--- src/rtl/rr_mux_arbiter.sv ---
// Round-robin arbiter that shares one WIDTH-bit valid/ready output channel
// between four requesters, granting bursts of up to MAX_BURST beats.
//
// state | meaning
// IDLE  | no grant held; pick the next requester in priority order from ptr
// SERVE | grant held by requester sel; beats forwarded until burst end or release
module rr_mux_arbiter #(
   parameter int WIDTH     = 8,
   parameter int MAX_BURST = 4
) (
   input  logic               clk,
   input  logic               rst_n,
   input  logic [3:0]         req,
   input  logic [4*WIDTH-1:0] din,
   output logic [3:0]         ack,
   output logic [1:0]         sel,
   output logic [WIDTH-1:0]   out_data,
   output logic               out_valid,
   input  logic               out_ready,
   output logic               busy
);

   typedef enum logic {
      IDLE  = 1'b0,
      SERVE = 1'b1
   } state_t;

   localparam logic [3:0] BURST_LAST = 4'(MAX_BURST);

   state_t           state, state_nxt;
   logic [1:0]       ptr, ptr_nxt;
   logic [1:0]       sel_nxt;
   logic [3:0]       beat_cnt, beat_cnt_nxt;
   logic [1:0]       winner;
   logic [1:0]       cand;
   logic             found;
   logic             xfer;
   logic [WIDTH-1:0] din_arr [4];

   for (genvar g = 0; g < 4; g++) begin : g_din_split
      assign din_arr[g] = din[g*WIDTH +: WIDTH];
   end

   // First set request bit searching ptr, ptr+1, ptr+2, ptr+3 (mod 4).
   always_comb begin
      winner = ptr;
      found  = 1'b0;
      cand   = ptr;
      for (int k = 0; k < 4; k++) begin
         cand = ptr + 2'(k);
         if (!found && req[cand]) begin
            winner = cand;
            found  = 1'b1;
         end
      end
   end

   always_comb begin
      busy      = (state == SERVE);
      out_valid = busy && req[sel];
      out_data  = out_valid ? din_arr[sel] : '0;
      xfer      = out_valid && out_ready;
      ack       = xfer ? (4'b0001 << sel) : 4'b0000;
   end

   always_comb begin
      state_nxt    = state;
      sel_nxt      = sel;
      ptr_nxt      = ptr;
      beat_cnt_nxt = beat_cnt;
      case (state)
         IDLE: begin
            if (found) begin
               state_nxt    = SERVE;
               sel_nxt      = winner;
               beat_cnt_nxt = 4'd0;
            end
         end
         SERVE: begin
            if (xfer) begin
               beat_cnt_nxt = beat_cnt + 4'd1;
               if (beat_cnt + 4'd1 == BURST_LAST) begin
                  state_nxt = IDLE;
                  ptr_nxt   = sel + 2'd1;
               end
            end else if (!req[sel]) begin
               state_nxt = IDLE;
               ptr_nxt   = sel + 2'd1;
            end
         end
         default: state_nxt = IDLE;
      endcase
   end

   always_ff @(posedge clk or negedge rst_n) begin
      if (!rst_n) begin
         state    <= IDLE;
         sel      <= 2'd0;
         ptr      <= 2'd0;
         beat_cnt <= 4'd0;
      end else begin
         state    <= state_nxt;
         sel      <= sel_nxt;
         ptr      <= ptr_nxt;
         beat_cnt <= beat_cnt_nxt;
      end
   end

endmodule

--- config.mk ---
export PLATFORM = sky130hd
export DESIGN_NAME = rr_mux_arbiter
export DESIGN_NICKNAME = d
export VERILOG_FILES = /design/src/rtl/rr_mux_arbiter.sv
export SDC_FILE = /design/constraint.sdc
export NUM_CORES = 1
export LEC_CHECK = 0
export CAP_MARGIN = 10
export CORE_ASPECT_RATIO = 0.75
export CORE_MARGIN = 2
export CORE_UTILIZATION = 40
export CTS_CLUSTER_SIZE = 14
export DETAILED_ROUTE_END_ITERATION = 6
export GPL_ROUTABILITY_DRIVEN = 0
export PLACE_DENSITY = 0.84
export SKIP_CTS_REPAIR_TIMING = 1
export SLEW_MARGIN = 20
export SYNTH_ARGS = -nofsm -noshare
export SYNTH_HDL_FRONTEND = slang
export SYNTH_SLANG_ARGS = --single-unit
--- constraint.sdc ---
create_clock -name clk -period 5.34 [get_ports clk]
set_clock_uncertainty 0.2 [all_clocks]
set_input_delay 0.801 -clock clk [delete_from_list [all_inputs] [get_ports clk]]
set_output_delay 0.801 -clock clk [all_outputs]
set_load 0.01 [all_outputs]
**Word-level counts from Yosys, hierarchy flattened**

Cells that the tools add are included.

- Input bits: 39
- Register bits after elaboration: 9
- Output and inout bits: 16

- Bitwise logic cells: 2
- Muxes and demuxes: 33
- Shift operators: 1
- Reductions and logical operators: 11
- $add $sub $neg: 5
- Equal/unequal tests: 5
- Magnitude comparators: 6

Operators with widths:

| kind | count |
|---|---|
| 8-bit two-way mux | 3 |
| 8-bit binary-select mux with 2-bit select | 1 |
| 2-bit by 3-bit < comparator with 1-bit output (second input constant) | 5 |
| 1-bit two-way mux | 13 |
| 2-bit two-way mux | 6 |
| 4-bit two-way mux | 3 |
| 1-bit binary-select mux with 2-bit select | 5 |
| 4-bit case mux with 2 select lines | 1 |
| 1-bit logical AND | 5 |
| 2-bit by 1-bit adder with 2-bit output (second input constant) | 2 |
| 2-bit adder (second input constant) | 2 |
| 4-bit by 1-bit adder with 4-bit output (second input constant) | 1 |
| 4-bit by 3-bit equality test with 1-bit output (second input constant) | 1 |
| 2-bit by 1-bit != test with 1-bit output (second input constant) | 2 |
| 2-bit != test (second input constant) | 2 |
| 2-bit AND reduction | 2 |
| 1-bit by 2-bit << shifter with 4-bit output (first input constant) | 1 |
| 3-bit greater-or-equal comparator (second input constant) | 1 |
| 1-bit zero test | 3 |
| 2-bit NOT with 3-bit output | 1 |
| 3-bit AND reduction | 1 |
| 1-bit case mux with 2 select lines | 1 |
| 1-bit NOT | 1 |

**Longest topological paths before layout**

- Depth in word-level cells: 14
- Gate-level depth with buffers: 6
- Depth with buffers taken out: 4

**Least setup slack after synthesis**

No wires, ideal clock.

- Kind: input to output
- From: in req[0]
- To: out ack[1]
- Required time: 4.339 ns
- Data arrival time: 1.890 ns
- Stages: 5
- Slack: 2.449 ns
- Cell sequence: buf_6 > mux4_2 > buf_6 > and3_4 > and2_1

- Cells in the longest elaborated chain, start to end: 5

RTL lines:

| element | line | text |
|---|---|---|
| start: declaration | 13 | `input logic [3:0] req,` |
| 1-bit binary-select mux with 2-bit select | 60 | `out_valid = busy && req[sel];` |
| 1-bit two-way mux (implied by the code) | 60 |  |
| 1-bit logical AND | 60 |  |
| 1-bit logical AND | 62 | `xfer = out_valid && out_ready;` |
| 4-bit two-way mux | 63 | `ack = xfer ? (4'b0001 << sel) : 4'b0000;` |
| end: declaration | 15 | `output logic [3:0] ack,` |

No other way between the ends. The select of a mux whose other input is x is not followed.

**Worst setup path after layout**

Same ends and word-level chain as after synthesis.

==> reports/metrics.yaml <==
synthesis:
  syn_area_per_cell_um2: 10.2
  syn_area_um2: 993
  synth-seq-area-share: 0.227
  async_flop_share: 1.00
  synthCells: 97
  synthesis.nets: 141
  ys.flop_type: "dfrtp_1"
  synth-seq-cells: 9
  synth_edf_count: 0
  ys_warn_count: 0
  ys_types: 41
clock_network:
  clock_sinks: 9
  cts_tree: "built"
  ctsLongestPathBuffers: 2
  clk_pin_slew_ns: 0.06
  insertion_delay_ns: 0.26
  cts_made_buffers: 3
  cts_max_level: 1
  root_buffer: "clkbuf_4"
setup_path:
  crit_path_max_incr_delay_ns: 0.65
  cp_slowest_cell: "mux4_2"
  end_kind: "primary output"
  crit_fanout: 12
  critical_path_required_ns: 4.34
  worstPathArrival_ns: 2.88
  cp_cell_sequence: "clkdlybuf4s50_1 -> mux4_2 -> and3_4 -> and2_1 -> clkdlybuf4s50_1"
  crit_family: "buffers and inverters"
  crit_buf_inv: 2
  path_common_cell: "clkdlybuf4s50_1"
  critPathLaunch: "req[0]"
  crit_type: "input pin to primary output"
  rr_startpoint: "sel[0]$_DFFE_PN0P_"
  worstSetupStartpointType: "input pin"
sta:
  maxSlewViolCount: 0
  max_slew_margin: 0.502
  final.period_utilization: 0.726
  fmax_mhz: 258
  final-hold-violation-count: 0
  tns_ns: 0
  fin_crit_ns: 3.88
  tightest_slew_ns: 0.747
  rsz0062_at_grt: "no"
  setup_viol: 0
  holdWs_ns: 0.385
final_layout:
  areaGrowthSynthToFinish_pct: 57.2
  nFillCells: 227
  final_cell_mix: "clkdlybuf4s50_1 (54), nand2_1 (9), dfrtp_1 (9)"
  drive_gt1_frac: 0.128
  fin_cells: 183
  antenna_cells: 0
  nNetsFinal: 194
  final_common_cell: "clkdlybuf4s50_1"
die:
  die-area_mm2: 0.00290
  fp-row-count: 15
  die_h_um: 47.2
  start_util: 0.427
  dieWidth_um: 61.5
  num_io_pins: 55
  core_mm2: 0.00233
drt:
  drcViolationCount: 0
  ant_nets: 0
  vias: 983
  routed_via_density: 5.37
  avgRoutedWirePerCell_um: 15.2
  first_iter_violations: 37
  drt-pass1-iter-count: 4
  drt_wl_total_um: 2780
global_route:
  grt_pass1_vias: 863
  grt.overflow.total: 0
  grt_max_degree: 22
  track_usage: 0.206
  antenna_found_initial: 0
  grt_first_pass_wirelength_um: 4330
power:
  peakVddDrop_mv: 0.203
  total_power_mw: 0.629
  p_per_area_mw_per_mm2: 403
  p_leak_nw: 0.632
run:
  cap_violations: 0
min_path:
  hp-start: "beat_cnt[3]$_DFFE_PN0P_"
  hold_class: "register to register"
placed_design:
  placed_cells: 179
  dp_hpwl_um: 2200
  port-buffer-count: 54
run_status:
  status: "finished, final reports clean"
-- synthesized netlist by cell type (all sizes together), types with 4 or more instances --
library cell   n  area [um^2]
mux4           9          210
nand2          9         33.8
inv            4         15.0
nor2b          5         31.3
dfrtp          9          225
nand3          4         20.0
ha             5         62.6
and3          10         70.1
-- where the power goes --
| part | internal, mW | switching, mW | total (mW) | leakage (nW) |
|---|---|---|---|---|
| logic | 0.249 | 0.141 | 0.390 | 0.504 |
| registers | 0.0958 | 0.0908 | 0.187 | 0.113 |
| clock network | 0.0288 | 0.0239 | 0.0527 | 0.0150 |
-- logic make-up (layout without fill, tap and decap cells) --
logic type | Yosys count | in the layout | synth area share
AOI/OAI and AO/OA | 18 | 18 | 0.140
xor gates and xnor gates | 2 | 2 | 0.0176
adders and majority gates | 5 | 5 | 0.0630
buffers and inverters | 10 | 62 | 0.0567
DFF | 9 | 9 | 0.227
muxes | 14 | 14 | 0.264
and+or+nand+nor | 39 | 39 | 0.232
-- area by class of cell --
class | count | area [um^2] | area share
Clock buffer | 4 | 26.3 | 0.0168
Multi-Input combinational cell | 78 | 712 | 0.456
Tap cell | 34 | 42.5 | 0.0272
Sequential cell | 9 | 225 | 0.144
Timing Repair Buffer | 54 | 541 | 0.346
Inverter | 4 | 15.0 | 0.00962
-- state kept, by name, indices dropped and copies added (netlist names) --
name,cells
ptr,2
sel,2
beat_cnt,4
busy,1
-- path summary, 6_finish.rpt --
kind / endpoint / slack (ns) / depth (start not counted)
min: beat_cnt[3]$_DFFE_PN0P_ / 0.38 / 2
max in group asynchronous: beat_cnt[1]$_DFFE_PN0P_ / 4.02 / 1
min in group asynchronous: beat_cnt[0]$_DFFE_PN0P_ / 0.63 / 1
min reg2reg: beat_cnt[3]$_DFFE_PN0P_ / 0.38 / 2
max: ack[1] / 1.46 / 5
max reg2reg: ptr[1]$_DFFE_PN0P_ / 2.92 / 3
-- tightest hold or removal path, delay by kind of cell (launching register included) --
kind	cells	cell delay, ns
compound gates	2	0.16
flops	1	0.39
-- stage by stage --
step	setup slack (ns)	area, um^2	util
finish	1.46	1560	0.671
detailed placement	1.47	1540	0.660
floorplan	2.45	993	-
global placement	1.53	1540	0.660
global route	1.38	1560	0.671
CTS	1.47	1560	0.671
-- routing by layer --
| layer | vias to the layer above | GRT usage | part of all wire |
|---|---|---|---|
| met3 | 4 | 0.0358 | 0.044 |
| met1 | 475 | 0.290 | 0.45 |
| met4 | 0 | 0.0426 | 0.011 |
| li1 | 474 | - | - |
| met2 | 30 | 0.337 | 0.49 |
| met5 | - | 0 | 0 |
Power figures use the tool's default switching activity.
